<file path="config.mk">
export PLATFORM = sky130hd
export DESIGN_NAME = branch_resolve_unit
export DESIGN_NICKNAME = d
export VERILOG_FILES = /design/src/rtl/kgp_branch_pkg.sv /design/src/rtl/sat_counter.sv /design/src/rtl/branch_resolve_unit.sv
export SDC_FILE = /design/constraint.sdc
export NUM_CORES = 1
export LEC_CHECK = 0
export ABC_AREA = 1
export BUFFER_PORTS_ARGS = -buffer_cell sky130_fd_sc_hd__buf_2
export CORE_MARGIN = 1.5
export CORE_UTILIZATION = 38
export CTS_CLUSTER_DIAMETER = 100
export DETAILED_ROUTE_END_ITERATION = 12
export HOLD_SLACK_MARGIN = 0.15
export SLEW_MARGIN = 20
export SYNTH_ARGS = -nofsm -noshare
export SYNTH_HDL_FRONTEND = slang
export SYNTH_SLANG_ARGS = --single-unit
</file>
<file path="constraint.sdc">
create_clock -name clk -period 2.3 [get_ports clk]
set_input_delay 0.23 -clock clk [delete_from_list [all_inputs] [get_ports clk]]
set_output_delay 0.23 -clock clk [all_outputs]
set_load 0.02 [all_outputs]
</file>
<file path="src/rtl/kgp_branch_pkg.sv">
// Shared types and constants for the branch resolve unit.
//   state_e       : redirect FSM state encoding
//   PC_INC        : byte distance to the sequential instruction
//   CNT_W_DEFAULT : default width of the branch statistics counters
package kgp_branch_pkg;

  typedef enum logic [1:0] {
    StIdle,
    StRedirect,
    StFlush
  } state_e;

  localparam int unsigned PC_INC        = 4;
  localparam int unsigned CNT_W_DEFAULT = 16;

endpackage

</file>
<file path="src/rtl/sat_counter.sv">
// Saturating up-counter with a synchronous clear.
//   clk, rst_n : clock, asynchronous active-low reset
//   clr        : synchronous clear, wins over inc
//   inc        : add one, holding at all-ones
//   cnt        : current count
module sat_counter #(
  parameter int unsigned W = 16
) (
  input  logic         clk,
  input  logic         rst_n,
  input  logic         clr,
  input  logic         inc,
  output logic [W-1:0] cnt
);

  logic [W-1:0] cnt_q;

  always_ff @(posedge clk or negedge rst_n) begin
    if (!rst_n) begin
      cnt_q <= '0;
    end else if (clr) begin
      cnt_q <= '0;
    end else if (inc && (cnt_q != '1)) begin
      cnt_q <= cnt_q + W'(1);
    end
  end

  assign cnt = cnt_q;

endmodule

</file>
<file path="src/rtl/branch_resolve_unit.sv">
// EX-stage branch resolution: decides taken/not-taken, computes the target, drives a
// registered redirect handshake to fetch, flushes wrong-path stages and counts branches.
//   ex_*            : EX-stage instruction and its condition bit
//   redirect_ready  : fetch accepts the redirect
//   cnt_clr         : synchronous clear of the statistics counters
//   redirect_valid  : redirect pending (redirect_pc stable while high)
//   flush_if_id/ex  : squash IF/ID and ID/EX
//   ex_stall        : hold EX and earlier while the redirect is pending
//   branch_cnt      : resolved branches and jumps, saturating
//   taken_cnt       : taken branches and jumps, saturating
module branch_resolve_unit
  import kgp_branch_pkg::*;
#(
  parameter int unsigned ADDR_W      = 32,
  parameter int unsigned FLUSH_DEPTH = 2,
  parameter int unsigned CNT_W       = CNT_W_DEFAULT
) (
  input  logic              clk,
  input  logic              rst_n,
  input  logic              ex_valid,
  input  logic              ex_is_branch,
  input  logic              ex_is_jump,
  input  logic              ex_cond,
  input  logic              ex_use_reg,
  input  logic [ADDR_W-1:0] ex_pc,
  input  logic [ADDR_W-1:0] ex_offset,
  input  logic [ADDR_W-1:0] ex_reg_target,
  input  logic              redirect_ready,
  input  logic              cnt_clr,
  output logic              redirect_valid,
  output logic [ADDR_W-1:0] redirect_pc,
  output logic              flush_if_id,
  output logic              flush_id_ex,
  output logic              ex_stall,
  output logic [CNT_W-1:0]  branch_cnt,
  output logic [CNT_W-1:0]  taken_cnt
);

  state_e            state_q, state_d;
  logic [2:0]        flush_cnt_q, flush_cnt_d;
  logic [ADDR_W-1:0] pc_q, pc_d;
  logic              resolve, taken, in_idle;
  logic [ADDR_W-1:0] target;

  // A jump wins over the condition when both type bits are set.
  assign resolve = ex_valid & (ex_is_branch | ex_is_jump);
  assign taken   = ex_valid & (ex_is_jump | (ex_is_branch & ex_cond));
  assign target  = ex_use_reg ? ex_reg_target : (ex_pc + ADDR_W'(PC_INC) + ex_offset);
  assign in_idle = (state_q == StIdle);

  always_comb begin
    state_d     = state_q;
    flush_cnt_d = flush_cnt_q;
    pc_d        = pc_q;
    case (state_q)
      StIdle: begin
        if (taken) begin
          pc_d    = target;
          state_d = StRedirect;
        end
      end
      StRedirect: begin
        if (redirect_valid && redirect_ready) begin
          flush_cnt_d = 3'(FLUSH_DEPTH);
          state_d     = StFlush;
        end
      end
      StFlush: begin
        flush_cnt_d = flush_cnt_q - 3'd1;
        if (flush_cnt_d == 3'd0) begin
          state_d = StIdle;
        end
      end
      default: state_d = StIdle;
    endcase
  end

  // Outputs are registered copies decoded from the next state.
  always_ff @(posedge clk or negedge rst_n) begin
    if (!rst_n) begin
      state_q        <= StIdle;
      flush_cnt_q    <= 3'd0;
      pc_q           <= '0;
      redirect_valid <= 1'b0;
      flush_if_id    <= 1'b0;
      flush_id_ex    <= 1'b0;
      ex_stall       <= 1'b0;
    end else begin
      state_q        <= state_d;
      flush_cnt_q    <= flush_cnt_d;
      pc_q           <= pc_d;
      redirect_valid <= (state_d == StRedirect);
      flush_if_id    <= (state_d != StIdle);
      flush_id_ex    <= (state_d != StIdle);
      ex_stall       <= (state_d == StRedirect);
    end
  end

  assign redirect_pc = pc_q;

  // Wrong-path instructions (outside IDLE) are not counted.
  sat_counter #(
    .W (CNT_W)
  ) u_branch_cnt (
    .clk   (clk),
    .rst_n (rst_n),
    .clr   (cnt_clr),
    .inc   (in_idle & resolve),
    .cnt   (branch_cnt)
  );

  sat_counter #(
    .W (CNT_W)
  ) u_taken_cnt (
    .clk   (clk),
    .rst_n (rst_n),
    .clr   (cnt_clr),
    .inc   (in_idle & taken),
    .cnt   (taken_cnt)
  );

endmodule

</file>
==> key figures <==
Run status
  – Status: complete, no violations

GRT
  – Vias in the first global route: between 6,000 and 7,000
  – Largest net degree at the start of global routing: 31
  – GRT Total Usage: about a fifth
  – Initial antenna violation count: 0
  – First-pass GRT wire length: between 20,000 and 30,000 µm
  – Total gr overflow: 0

Timing
  – Final setup fails: 0
  – Peak Freq: between 500 and 600 MHz
  – Setup TNS: 0 ns
  – Layout Skew: 0.00439 ns
  – Post-route minimum period: slightly below 2 ns
  – RSZ-0062 raised after global routing: false
  – Crit share post-route: between 80% and 90%
  – WHS: 0.190 ns
  – Measured slew at the worst slew-check pin: 0.458 ns
  – Rel. slew slack: between 60% and 70%
  – Count of pins over their slew limit: 0
  – Final hold vios: 0

Die
  – Die H: around 130 µm
  – Initial Util: 39.2%
  – Site Rows: between 40 and 50
  – IO Count: about 170
  – Die area: 17,300 µm²
  – Core area: approximately 16,000 µm²
  – Die width: ~130 µm

Detailed routing
  – Post-DRT Antenna Nets: 0
  – DR DRC count: 0
  – Pre-Repair DR Iteration Count: 5
  – DRT Wirelength: roughly 17,000 µm
  – Via count: between 6,000 and 7,000
  – DRT iter0 DRCs: ~300
  – WL/cell: roughly 13 µm
  – Vias/cell: ~4.7

Placed design
  – Gpl congestion: about 0.86
  – Hpwl dp: between 10,000 and 15,000 µm
  – Port buffer count: 172
  – Area after DPL: around 7500 µm²

Setup path
  – Arrival time of the worst setup path: around 2.2 ns
  – CP endpoint kind: flip-flop
  – Critical path's largest stage delay: approximately 0.40 ns
  – CP cell instances: buf_2 > ha_1 > ha_1 > inv_1 > fa_1 > inv_1 > nand3_1 > nand3_1 > nand3_1 > nand3_1 > nand2_1 > nand3_1 > nand3_1 > nand2_1 > nand2_1
  – Slowest cell on the critical path: fa_1
  – Reg2reg path depth: 9
  – Reg-to-Reg Start: u_taken_cnt.cnt[0]
  – Crit path buffers/inverters: 3
  – Setup slack, reg-to-reg: about 0.5 ns
  – Crit path max-delay family: simple AND/OR/NAND/NOR gates
  – Critical path required time: about 2.5 ns
  – Crit path max fanout: 4
  – Most frequent CP cell: nand3_1
  – Crit Reg-Reg Endpoint: u_taken_cnt.cnt[11]
  – Worst setup path category: input pin to flip-flop
  – Crit path launch type: input pin

Yosys
  – Ys flop type: dfrtp_1
  – Synthesized netlist net count: between 1,000 and 1,500
  – Sequential share of the synthesized area: 28.2%
  – Post-synth top area share: 28.2%
  – Post-synth EDFFs: 0
  – Avg Cell Area, Syn: 6.49 µm²
  – Yosys reg bits: slightly above 70
  – Synth cell count leaders: 323 x nand2_1, 148 x inv_1, 109 x nor2_1, 71 x dfrtp_1, 65 x ha_1
  – Top post-synthesis cells by area: dfrtp_1 28%, nand2_1 19%, ha_1 13%
  – Synth Warn #: 0
  – Ys async rst share: 100%
  – Most common cell in the synthesized netlist: nand2_1
  – Post-synthesis cell area: 6290 µm²
  – Yosys cell types: between 40 and 50
  – Post-Syn Instances: 970
  – Most area-hungry cell type in the Yosys netlist: dfrtp_1

CTS
  – H-tree Lvls: 3
  – Root Driver: clkbuf_16
  – CTS tree: yes
  – CTS Buffer Depth: 2
  – Clock latency at the later pin of the worst-skew pair: about 0.32 ns
  – Cts bufs inserted: 9
  – Clk sinks: a little over 70
  – Post-cts resize count: 0
  – Worst-path clk slew: ~0.060 ns

Pwr
  – Leak: 4.54 nW
  – Maximum vdd ir drop: slightly above 0.5 mV
  – PwrDens: approximately 720 nW/µm²

Job
  – Max Cap Viol: 0

Cells and area
  – NumNets Final: 1,330
  – ANT cells: 0
  – Area Overhead vs Synth: 24.6%
  – Share of cells above drive strength 1: approximately a fifth
  – Post-route cell area: a little under 8000 µm²

Hold path
  – Worst min-delay path class: input pin to flip-flop
  – Worst hold endpoint: redirect_pc[4]
  – Min-delay src: ex_reg_target[4]
  – Hold Path Depth: 3
[registers in the layout, indices dropped and copies added, names as in the netlist]
name and cells:
ex_stall 1, flush_cnt_q 3, flush_id_ex 1, redirect_pc 32
state_q 2, u_branch_cnt.cnt 16, u_taken_cnt.cnt 16
[report_power, final]
part           internal, mW  switching [mW]
Sequential             1.60           0.225
Combinational         0.907            1.54
Clock                 0.891           0.503
[cell families after synthesis]
logic type,Yosys count,share of synthesized area (%)
compound gates,112,10.2
xor+xnor,13,1.81
fa+ha+maj,66,13.2
buf+inv,171,10.5
flops,71,28.2
simple gates,537,36.0
[what timing repair did]
| item | CTS | global route |
|---|---|---|
| hold buffers | 1 | 0 |
| hold endpoints to repair | 27 | 0 |
| setup buffers | 0 | 0 |
[cells in the final DEF, fill, tap and decap left out, types with 2 or more instances in the layout]
| master | count |
|---|---|
| inv_2 | 5 |
| xnor2_1 | 3 |
| a21oi_1 | 52 |
| a2bb2oi_1 | 9 |
| ha_1 | 65 |
| or2_2 | 6 |
| nand2_2 | 2 |
| nor3_2 | 2 |
| dfrtp_1 | 71 |
| a31oi_1 | 3 |
| xor2_1 | 10 |
| nand2_1 | 323 |
| nand2_4 | 3 |
| clkbuf_8 | 2 |
| nand4_1 | 9 |
| o31ai_1 | 6 |
| buf_12 | 2 |
| nor3_1 | 10 |
| nor2_4 | 4 |
| clkbuf_16 | 9 |
| o211ai_1 | 2 |
| nand3_1 | 60 |
| nand3_2 | 4 |
| inv_1 | 148 |
| nor2_1 | 109 |
| o21ai_0 | 29 |
| o21bai_1 | 4 |
| buf_4 | 21 |
| buf_2 | 172 |
[per-layer routing]
layer  wire length (µm)  global-route usage, %  up-vias
met5                  0                      0        -
met1               8420                   28.6     2832
met3               1070                   4.48       17
met2               7540                   33.3      182
met4                261                   4.38        0
li1                   -                      -     3455
[area by class of cell]
cell class | instances | area [µm²]
tap | 216 | 270
inverter | 153 | 574
timing repair buffer | 196 | 1070
fill | 1689 | 8210
sequential | 71 | 1780
clock inverter | 3 | 42.5
clock buffer | 12 | 256
multi-input combinational | 728 | 3860
[metrics by stage]
| stage | total power [mW] | util [%] | setup slack, ns | cells |
|---|---|---|---|---|
| floorplan | 3.43 | - | 0.273 | 970 |
| global placement | 4.29 | 46.9 | 0.0314 | 1363 |
| detailed placement | 4.30 | 46.9 | 0.0285 | 1363 |
| CTS | 5.73 | 48.9 | 0.355 | 1379 |
| global route | 6.12 | 48.9 | 0.0844 | 1379 |
| finish | 5.66 | 48.9 | 0.339 | 1379 |
[worst max-delay path by stage]
stage,startpoint,to,slack (ns),cells after the start
after floorplan,ex_pc[1],redirect_pc[17],0.27,15
after global placement,ex_pc[25],redirect_pc[30],0.03,12
after detailed placement,ex_pc[1],redirect_pc[29],0.03,15
after CTS,ex_pc[1],redirect_pc[29],0.35,15
after global routing,ex_pc[1],redirect_pc[21],0.08,15
final,ex_pc[1],redirect_pc[29],0.34,15
[worst register-to-register path: stages (launching register included)]
cell	delay [ns]
dfrtp_1	0.43
ha_1	0.23
nand3_2	0.11
nor3_4	0.17
nand3_2	0.11
nand2_4	0.13
nand2_4	0.14
nand2_1	0.14
o21ai_0	0.10
a21oi_1	0.16
No activity file was read; power rests on OpenSTA's default activity.
